<file path="config.mk">
export PLATFORM = sky130hd
export DESIGN_NAME = and_event_counter
export DESIGN_NICKNAME = d
export VERILOG_FILES = /design/src/rtl/and_event_counter.sv
export SDC_FILE = /design/constraint.sdc
export NUM_CORES = 1
export LEC_CHECK = 0
export CAP_MARGIN = 25
export CORE_MARGIN = 2
export CORE_UTILIZATION = 26
export DETAILED_ROUTE_END_ITERATION = 12
export PLACE_DENSITY = 0.54
export SETUP_SLACK_MARGIN = 0.05
export SYNTH_ARGS = -nofsm -noshare
export SYNTH_HDL_FRONTEND = slang
export SYNTH_SLANG_ARGS = --single-unit
</file>
<file path="constraint.sdc">
create_clock -name clk -period 3.9 [get_ports clk]
set_clock_uncertainty 0.2 [all_clocks]
set_input_delay 1.17 -clock clk [delete_from_list [all_inputs] [get_ports clk]]
set_output_delay 1.17 -clock clk [all_outputs]
set_load 0.01 [all_outputs]
</file>
<file path="src/rtl/and_event_counter.sv">
// -----------------------------------------------------------------------------
// and_event_counter
//
// Takes the 1-bit output of the 2-input AND gate and synchronizes it into
// the clk domain. It rejects high pulses shorter than MIN_HIGH synchronized
// samples and counts each qualified rising event.
//
// Parameters:
//   WIDTH       - event counter width
//   SYNC_STAGES - synchronizer flops (>= 2)
//   MIN_HIGH    - consecutive synchronized high samples needed per event (>= 1)
//   THRESH      - count value that sets the sticky hit flag
//
// Ports:
//   clk   - rising-edge clock
//   rst_n - asynchronous active-low reset
//   in    - AND gate output, may be asynchronous to clk
//   en    - count enable; a qualified event seen while low is dropped
//   clear - synchronous clear of count/pulse/hit/ovf; wins over an event
//   count - wrapping count of qualified events
//   pulse - one-cycle strobe per counted event
//   hit   - sticky, set when count becomes THRESH
//   ovf   - sticky, set when count wraps from all-ones to zero
// -----------------------------------------------------------------------------
module and_event_counter #(
    parameter int unsigned WIDTH       = 8,
    parameter int unsigned SYNC_STAGES = 2,
    parameter int unsigned MIN_HIGH    = 3,
    parameter int unsigned THRESH      = 10
) (
    input  logic             clk,
    input  logic             rst_n,
    input  logic             in,
    input  logic             en,
    input  logic             clear,
    output logic [WIDTH-1:0] count,
    output logic             pulse,
    output logic             hit,
    output logic             ovf
);

    localparam int unsigned      HW         = $clog2(MIN_HIGH + 1);
    localparam logic [HW-1:0]    MIN_HIGH_V = HW'(MIN_HIGH);
    localparam logic [WIDTH-1:0] THRESH_V   = WIDTH'(THRESH);

    typedef enum logic [1:0] {
        LOW,
        ARM,
        HIGH
    } state_t;

    logic [SYNC_STAGES-1:0] sync_q;
    logic                   s;
    state_t                 state_q, state_d;
    logic [HW-1:0]          hcnt_q, hcnt_d;
    logic [HW-1:0]          hcnt_inc;
    logic                   event_raw;
    logic [WIDTH-1:0]       count_inc;

    // Input synchronizer; only the last stage is observed by the FSM.
    always_ff @(posedge clk or negedge rst_n) begin
        if (!rst_n) begin
            sync_q <= '0;
        end else begin
            sync_q <= {sync_q[SYNC_STAGES-2:0], in};
        end
    end

    assign s = sync_q[SYNC_STAGES-1];

    always_ff @(posedge clk or negedge rst_n) begin
        if (!rst_n) begin
            state_q <= LOW;
            hcnt_q  <= '0;
        end else begin
            state_q <= state_d;
            hcnt_q  <= hcnt_d;
        end
    end

    assign hcnt_inc = hcnt_q + HW'(1);

    // An event is raised once per high period, on the transition into HIGH.
    always_comb begin
        state_d   = state_q;
        hcnt_d    = hcnt_q;
        event_raw = 1'b0;
        unique case (state_q)
            LOW: begin
                if (s) begin
                    if (MIN_HIGH == 1) begin
                        state_d   = HIGH;
                        hcnt_d    = MIN_HIGH_V;
                        event_raw = 1'b1;
                    end else begin
                        state_d = ARM;
                        hcnt_d  = HW'(1);
                    end
                end
            end
            ARM: begin
                if (!s) begin
                    state_d = LOW;
                    hcnt_d  = '0;
                end else begin
                    hcnt_d = hcnt_inc;
                    if (hcnt_inc == MIN_HIGH_V) begin
                        state_d   = HIGH;
                        event_raw = 1'b1;
                    end
                end
            end
            HIGH: begin
                if (!s) begin
                    state_d = LOW;
                    hcnt_d  = '0;
                end
            end
            default: begin
                state_d = LOW;
                hcnt_d  = '0;
            end
        endcase
    end

    assign count_inc = count + WIDTH'(1);

    // Event handling; clear has priority and swallows a coincident event.
    always_ff @(posedge clk or negedge rst_n) begin
        if (!rst_n) begin
            count <= '0;
            pulse <= 1'b0;
            hit   <= 1'b0;
            ovf   <= 1'b0;
        end else if (clear) begin
            count <= '0;
            pulse <= 1'b0;
            hit   <= 1'b0;
            ovf   <= 1'b0;
        end else begin
            pulse <= event_raw && en;
            if (event_raw && en) begin
                count <= count_inc;
                if (&count) begin
                    ovf <= 1'b1;
                end
                if (count_inc == THRESH_V) begin
                    hit <= 1'b1;
                end
            end
        end
    end

endmodule
</file>
# Yosys cells after proc, flatten, opt, wreduce, memory -nomap -nowiden

Cells that the tools add are included.

Add/subtract/negate cells: 2
Multipliers: 0
Div/mod/pow operators: 0
Order comparisons: 0
Equality and inequality tests: 7
Shift operators: 0
Multiplexer cells: 19
Bitwise gates (word level): 0
Reduce and logical (&&, ||, !) cells: 10

Operator list:

| cell                                                                  | count |
|---|---|
| 8-bit 2-to-1 mux                                                      | 2 |
| 2-bit case mux with 3 select lines                                    | 2 |
| 1-bit 2-to-1 mux                                                      | 10 |
| 2-bit 2-to-1 mux                                                      | 5 |
| 8-bit by 1-bit adder with 8-bit output, second input constant         | 1 |
| 8-bit by 4-bit equality test with 1-bit output, second input constant | 1 |
| 8-bit AND reduction                                                   | 1 |
| 2-bit AND reduction                                                   | 3 |
| 2-bit nonzero test                                                    | 3 |
| 2-bit equality test, second input constant                            | 2 |
| 2-bit inequality test, second input constant                          | 2 |
| 3-bit inequality test, second input constant                          | 1 |
| 3-bit AND reduction                                                   | 1 |
| 2-bit by 1-bit adder with 2-bit output, second input constant         | 1 |
| 2-bit by 1-bit equality test with 1-bit output, second input constant | 1 |
| 2-bit logical NOT                                                     | 1 |
| 1-bit logical AND                                                     | 1 |

Bits in registers: 17
Latch bits: 0
Bits in writable memories: 0
ROM bits: 0
Input port bits: 5
Output and inout port bits: 11
Logic and storage cells: 45
Memories kept: 0

# Longest topological paths before layout

Gate-level depths: netlist of the first run.

Depth in word-level cells: 8
Gate-level depth with buffers: 8
Depth with buffers taken out: 6

# Worst setup path after synthesis of the first run

OpenSTA, ideal clock, no wires.

Kind: input port to flip-flop
Start: in en
End: reg count[6]
Library setup time: 0.125 ns
Arrival: 1.791 ns
Required time: 3.575 ns
Path slack: 1.784 ns
Cell stages on the path: 4
Path buffers: 1
Cell sequence: and2_4 -> buf_6 -> nand4_2 -> mux2_4

Word-level cells in the longest chain between the ends: 2

RTL lines:

| element                      | RTL line | RTL |
|---|---|---|
| from (decl)                  | 34       | `input logic en,` |
| 1-bit logical AND            | 142      | `if (event_raw && en) begin` |
| 2-bit nonzero test (no line) | n/a      |  |
| to (signal assigned)         | 143      | `count <= count_inc;` |
| to (decl)                    | 36       | `output logic [WIDTH-1:0] count,` |

No other way between the ends.
A chain may end at the register's enable or synchronous reset.

# Final worst setup path of the first run

Start: reg count[2]
End: out count[2]

No word-level cell between the ends.

==> results of run 1 <==
[per-stage QoR]
stage	worst slack (ps)	hold WS, ps
2_1_floorplan	1780	131
3_3_place_gp	1200	138
3_5_place_dp	1140	141
4_1_cts	1160	165
5_1_grt	1090	166
6_report	1170	161
[path summary, 6_finish.rpt]
path,to,start
min in group asynchronous,hcnt_q[0],rst_n
worst max-delay path,count[2],count[2]
worst max register to register,count[6],hcnt_q[0]
max in group asynchronous,count[6],rst_n
worst min register to register,sync_q[1],sync_q[0]
worst min-delay path,sync_q[1],sync_q[0]
[flip-flops by register name, summed over array words and instances (netlist names)]
signal	count
count	8
hcnt_q	2
state_q	2
sync_q	2
hit	1
ovf	1
pulse	1
[final cells by class]
class,instances,area [um2],share of cell area (%)
Inverter,3,11.3,1.00
Clock buffer,4,26.3,2.34
Multi-Input combinational cell,65,453,40.3
Sequential cell,17,425,37.9
Timing Repair Buffer,15,150,13.4
Tap cell,46,57.6,5.12
[power groups by stage]
stage	logic [uW]	clock network, uW	registers [uW]
after floorplan	32.9	0	202
after global placement	45.4	0	204
after detailed placement	47.7	0	205
after CTS	47.8	99.5	201
after global routing	55.7	108	203
final	46.9	92.4	201
[cell usage in the layout (no fill, tap or decap), types with 3 or more instances in the layout]
cell type        Yosys  routed
dfrtp_1             17      17
clkdlybuf4s50_1      0      15
nor2_1              12      12
xor2_1               5       5
and2_1               4       4
nand4_1              4       4
nand2_1              4       4
inv_1                3       3
and3_1               3       3
a211oi_1             3       3
ha_1                 3       3
clkbuf_4             0       3
[kinds of logic (layout without fill, tap and decap cells)]
family / count (synthesis) / count (layout) / synth area share [%]
AOI/OAI and AO/OA: 11 / 11 / 8.69
DFF: 17 / 17 / 46.1
xor gates and xnor gates: 7 / 7 / 6.65
muxes: 2 / 2 / 2.71
adders and majority gates: 3 / 3 / 4.07
buffers and inverters: 8 / 22 / 4.75
and+or+nand+nor: 42 / 42 / 27.0
[metal layers]
metal | global-route usage (%) | share of wire, %
met5 | 0 | 0
met4 | 4.89 | 1.7
met3 | 1.25 | 3.5
met2 | 15.7 | 44
met1 | 14.0 | 50
==> results.yml, run 1 <==
finish:
  synthToLayoutAreaGrowth_pct: 21.8
  drive_gt1_share_pct: 7.69
  final_area_mm2: 0.00112
  fin_util_pct: 33.4
  nFillCells: 367
  fin_cells: 150
  fin_nets: 113
  diodes: 0
pwr:
  p_leak_uw: 0.000498
  power_frac_seq_pct: 59.1
  peakVddDrop_v: 0.000166
  finalPower_uw: 340
  power_density_mw_per_mm2: 303
  p_int_uw: 251
  p_switching_uw: 89.8
  switching_share_pct: 26.4
  power_frac_clock_pct: 27.1
  combPwrFrac_pct: 13.8
logic_synthesis:
  ys_seq_area_share_pct: 46.1
  yosys_warnings: 0
  synthTopCellsByCount: "dfrtp_1 (17), nor2_1 (12), xor2_1 (5)"
  synth_edf_count: 0
  synthArstFlopShare_pct: 100
  synth_nets: 98
  netlist_instances: 90
  synth_most_common_cell: "dfrtp_1"
  synth_ff_type: "dfrtp_1"
  avgSynthCellArea_um2: 10.2
  synthTopCellsByArea: "dfrtp_1 (46%), nor2_1 (4.9%), xor2_1 (4.7%)"
  synth_top_area_share_pct: 46.1
  yosys.area.top_type: "dfrtp_1"
  ys_types: 36
  synth_area_um2: 922
  synth_seq_cells: 17
cts:
  clock-sinks: 17
  cts_root_buf: "clkbuf_4"
  cts_max_path_buffers: 2
  cts_setup_buffers: 0
  tritoncts: "built"
  clkTransAtPathRegs_ps: 90
  hold_buffers: 0
  clk_latency_ps: 280
  htree_levels: 1
  numCtsBuffers: 3
  cts.repair.resized: 0
hold_path:
  hold_path_class: "flop to flop"
  min_delay_path_depth: 0
setup_path:
  path_delay_family: "buffers and inverters"
  path_cells: "clkdlybuf4s50_1"
  crit_fanout: 7
  reg2reg_setup_slack_ps: 1960
  r2r_cells: 6
  required_ps: 2530
  cp-end-kind: "output port"
  timing.critical_path.buf_inv: 1
  path_depth: 1
  start_kind: "flop"
  crit_type: "flop to output port"
  crit_path_max_incr_delay_ps: 590
  slowest_stage: "clkdlybuf4s50_1"
  crit_arrival_ps: 1360
drt:
  drtPass1Iterations: 4
  drc_errors: 0
  ant_nets: 0
  routed_wl_um: 1790
  viasPerCell: 4.57
  vias: 686
  wl_per_cell_um: 11.9
  first_iter_violations: 8
timing:
  tightest_slew_ps: 737
  setup_viol: 0
  rsz0062_at_grt: "false"
  fin_crit_ps: 2730
  fmax_ghz: 0.366
  tns_ps: 0
  slew_headroom_pct: 50.7
  slew_violations: 0
  hold_viol_final: 0
  finalCritPeriodShare_pct: 70.1
global_routing:
  grt-ovfl-total: 0
  grt_pass1_vias: 690
  grt_use_total_pct: 10.1
  grt_max_degree: 18
  grt_pass1_wl_um: 3230
  antenna_found_initial: 0
floorplan:
  dieWidth_um: 63.6
  die-area_mm2: 0.00404
  core_area_mm2: 0.00336
  die_y_um: 63.6
  initial_utilization_pct: 27.4
  core.rowCount: 21
  ioPinCount: 16
status:
  outcome: "complete, no violations"
place:
  io_buffers: 15
  dpl_cell_area_mm2: 0.00110
  dpl.hpwl_um: 1330
  dp.cells: 146
  place.gp.congestion: 0.726
run:
  max_cap_viol_count: 0
No activity file was read; power rests on OpenSTA's default activity.
==> run 2, diff against run 1 <==
--- a/config.mk
+++ b/config.mk
@@ -9,7 +9,7 @@
 export CORE_MARGIN = 2
 export CORE_UTILIZATION = 26
 export DETAILED_ROUTE_END_ITERATION = 12
-export PLACE_DENSITY = 0.54
+export PLACE_DENSITY = 0.56
 export SETUP_SLACK_MARGIN = 0.05
 export SYNTH_ARGS = -nofsm -noshare
 export SYNTH_HDL_FRONTEND = slang
==> constraint.sdc (replaced) <==
create_clock -name clk -period 2.4 [get_ports clk]
set_clock_uncertainty 0.2 [all_clocks]
set_input_delay 0.72 -clock clk [delete_from_list [all_inputs] [get_ports clk]]
set_output_delay 0.72 -clock clk [all_outputs]
set_load 0.01 [all_outputs]
==> run 2 against run 1 <==
  * Via count up 3.2%
  * Clock-buffer cell count unchanged
  * Setup slack got worse by 1100 ps
  * First-iteration DRC count is 140% higher
  * Sequential power is 63% higher
  * Sequential cell count unchanged
  * Sequential share of layout area down 0.74 points
  * Final area is 2.0% higher
  * Power grew 65%
  * Routed wire length grew 2.3%
  * Worst hold slack lost 2.6 ps
  * Largest cell class unchanged
==> results.yml, run 2 (synthesis gave the netlist of run 1 again) <==
run:
  max_cap_viol_count: 0
hold_path:
  min_delay_path_depth: 0
  min_to: "sync_q[1]"
  hold_path_class: "flop to flop"
  min_from: "sync_q[0]"
timing:
  tns_ps: 0
  fmax_ghz: 0.436
  rsz0062_at_grt: "false"
  setup_viol: 0
  slew_headroom_pct: 80.9
  finalCritPeriodShare_pct: 95.5
  hold_viol_final: 0
  fin_crit_ps: 2290
  slew_violations: 0
  tightest_slew_ps: 282
finish:
  final_cell_mix: "dfrtp_1 (17), clkdlybuf4s50_1 (15), nor2_1 (12), xor2_1 (5)"
  fin_util_pct: 34.1
  fin_cells: 153
  largest_reg_flops: 8
  fin_nets: 116
  diodes: 0
  synthToLayoutAreaGrowth_pct: 24.3
  drive_gt1_share_pct: 10.3
  final_common_cell: "dfrtp_1"
  regMostFlops: "count"
cts:
  tritoncts: "built"
  htree_levels: 1
  clkTransAtPathRegs_ps: 100
  hold_buffers: 0
  clk_latency_ps: 280
  cts_root_buf: "clkbuf_4"
  cts_max_path_buffers: 2
  clock-sinks: 17
  cts.repair.resized: 0
  cts_setup_buffers: 0
  numCtsBuffers: 3
floorplan:
  ioPinCount: 16
  die-area_mm2: 0.00404
  initial_utilization_pct: 27.4
  dieWidth_um: 63.6
  die_y_um: 63.6
  core.rowCount: 21
  core_area_mm2: 0.00336
global_routing:
  grt_use_total_pct: 9.45
  antenna_found_initial: 0
  grt_max_degree: 18
  grt_pass1_wl_um: 2990
  grt_pass1_vias: 622
  grt-ovfl-total: 0
drt:
  viasPerCell: 4.63
  drc_errors: 0
  wl_per_cell_um: 11.9
  vias: 708
  first_iter_violations: 19
  ant_nets: 0
  drtPass1Iterations: 4
  routed_wl_um: 1830
status:
  outcome: "complete, no violations"
setup_path:
  reg2reg_from: "hcnt_q[0]"
  path_cells: "clkdlybuf4s50_1"
  crit_fanout: 7
  start_kind: "flop"
  timing.critical_path.buf_inv: 1
  rr_endpoint: "count[6]"
  cp-end-kind: "output port"
  crit_type: "flop to output port"
  r2r_cells: 6
  slowest_stage: "clkdlybuf4s50_1"
  required_ps: 1480
  crit_arrival_ps: 1370
  reg2reg_setup_slack_ps: 420
  path_delay_family: "buffers and inverters"
  crit_path_max_incr_delay_ps: 590
pwr:
  power_frac_seq_pct: 58.4
  p_leak_uw: 0.000513
  switching_share_pct: 26.8
  power_density_mw_per_mm2: 490
  p_int_uw: 411
  peakVddDrop_v: 0.000229
  p_switching_uw: 150
  combPwrFrac_pct: 14.4
  power_frac_clock_pct: 27.2
place:
  dpl.hpwl_um: 1330
  dp.cells: 149
  io_buffers: 15
  place.gp.congestion: 0.774
## run 2: cell types whose count changed in the layout (fill, tap and decap cells not counted), sizes merged
cell,change
buf,+3
## run 2: through the flow
stage	total power (uW)	cell area, um2	worst slack, ps	hold WS (ps)
global placement	409	1120	268	133
detailed placement	415	1120	248	139
floorplan	382	922	535	131
global route	598	1150	62.8	164
finish	561	1150	107	158
CTS	569	1150	90.9	162
## run 2: layer usage
layer  wire (um)  vias up  share of wire (%)  track usage, %
met2         852       15                 47            14.6
met3          63        2                3.4            1.25
met4          30        0                1.6            5.71
met1         881      341                 48            12.5
met5           0        -                  0               0
li1            -      350                  -               -
## run 2: worst max path at each step
| stage | from | endpoint | slack (ps) | depth (start not counted) |
|---|---|---|---|---|
| 4_1_cts | count[0] | count[0] | 90 | 1 |
| 5_1_grt | count[0] | count[0] | 60 | 1 |
| 3_5_place_dp | en | count[6] | 250 | 4 |
| 2_1_floorplan | hcnt_q[0] | count[6] | 530 | 8 |
| 6_report | count[0] | count[0] | 110 | 1 |
| 3_3_place_gp | en | count[6] | 270 | 4 |
## run 2: layout make-up
class	count	area, um2
sequential	17	425
multi-input combinational	65	453
inverter	3	11.3
timing repair buffer	18	173
fill	367	2220
tap	46	57.6
clock buffer	4	26.3
## run 2: power by group through the flow
stage / logic (uW) / clock network (uW) / registers [uW]
2_1_floorplan: 53.4 / 0 / 328
3_3_place_gp: 77.6 / 0 / 332
3_5_place_dp: 81.6 / 0 / 333
4_1_cts: 81.9 / 160 / 327
5_1_grt: 97.0 / 170 / 331
6_report: 80.7 / 153 / 328
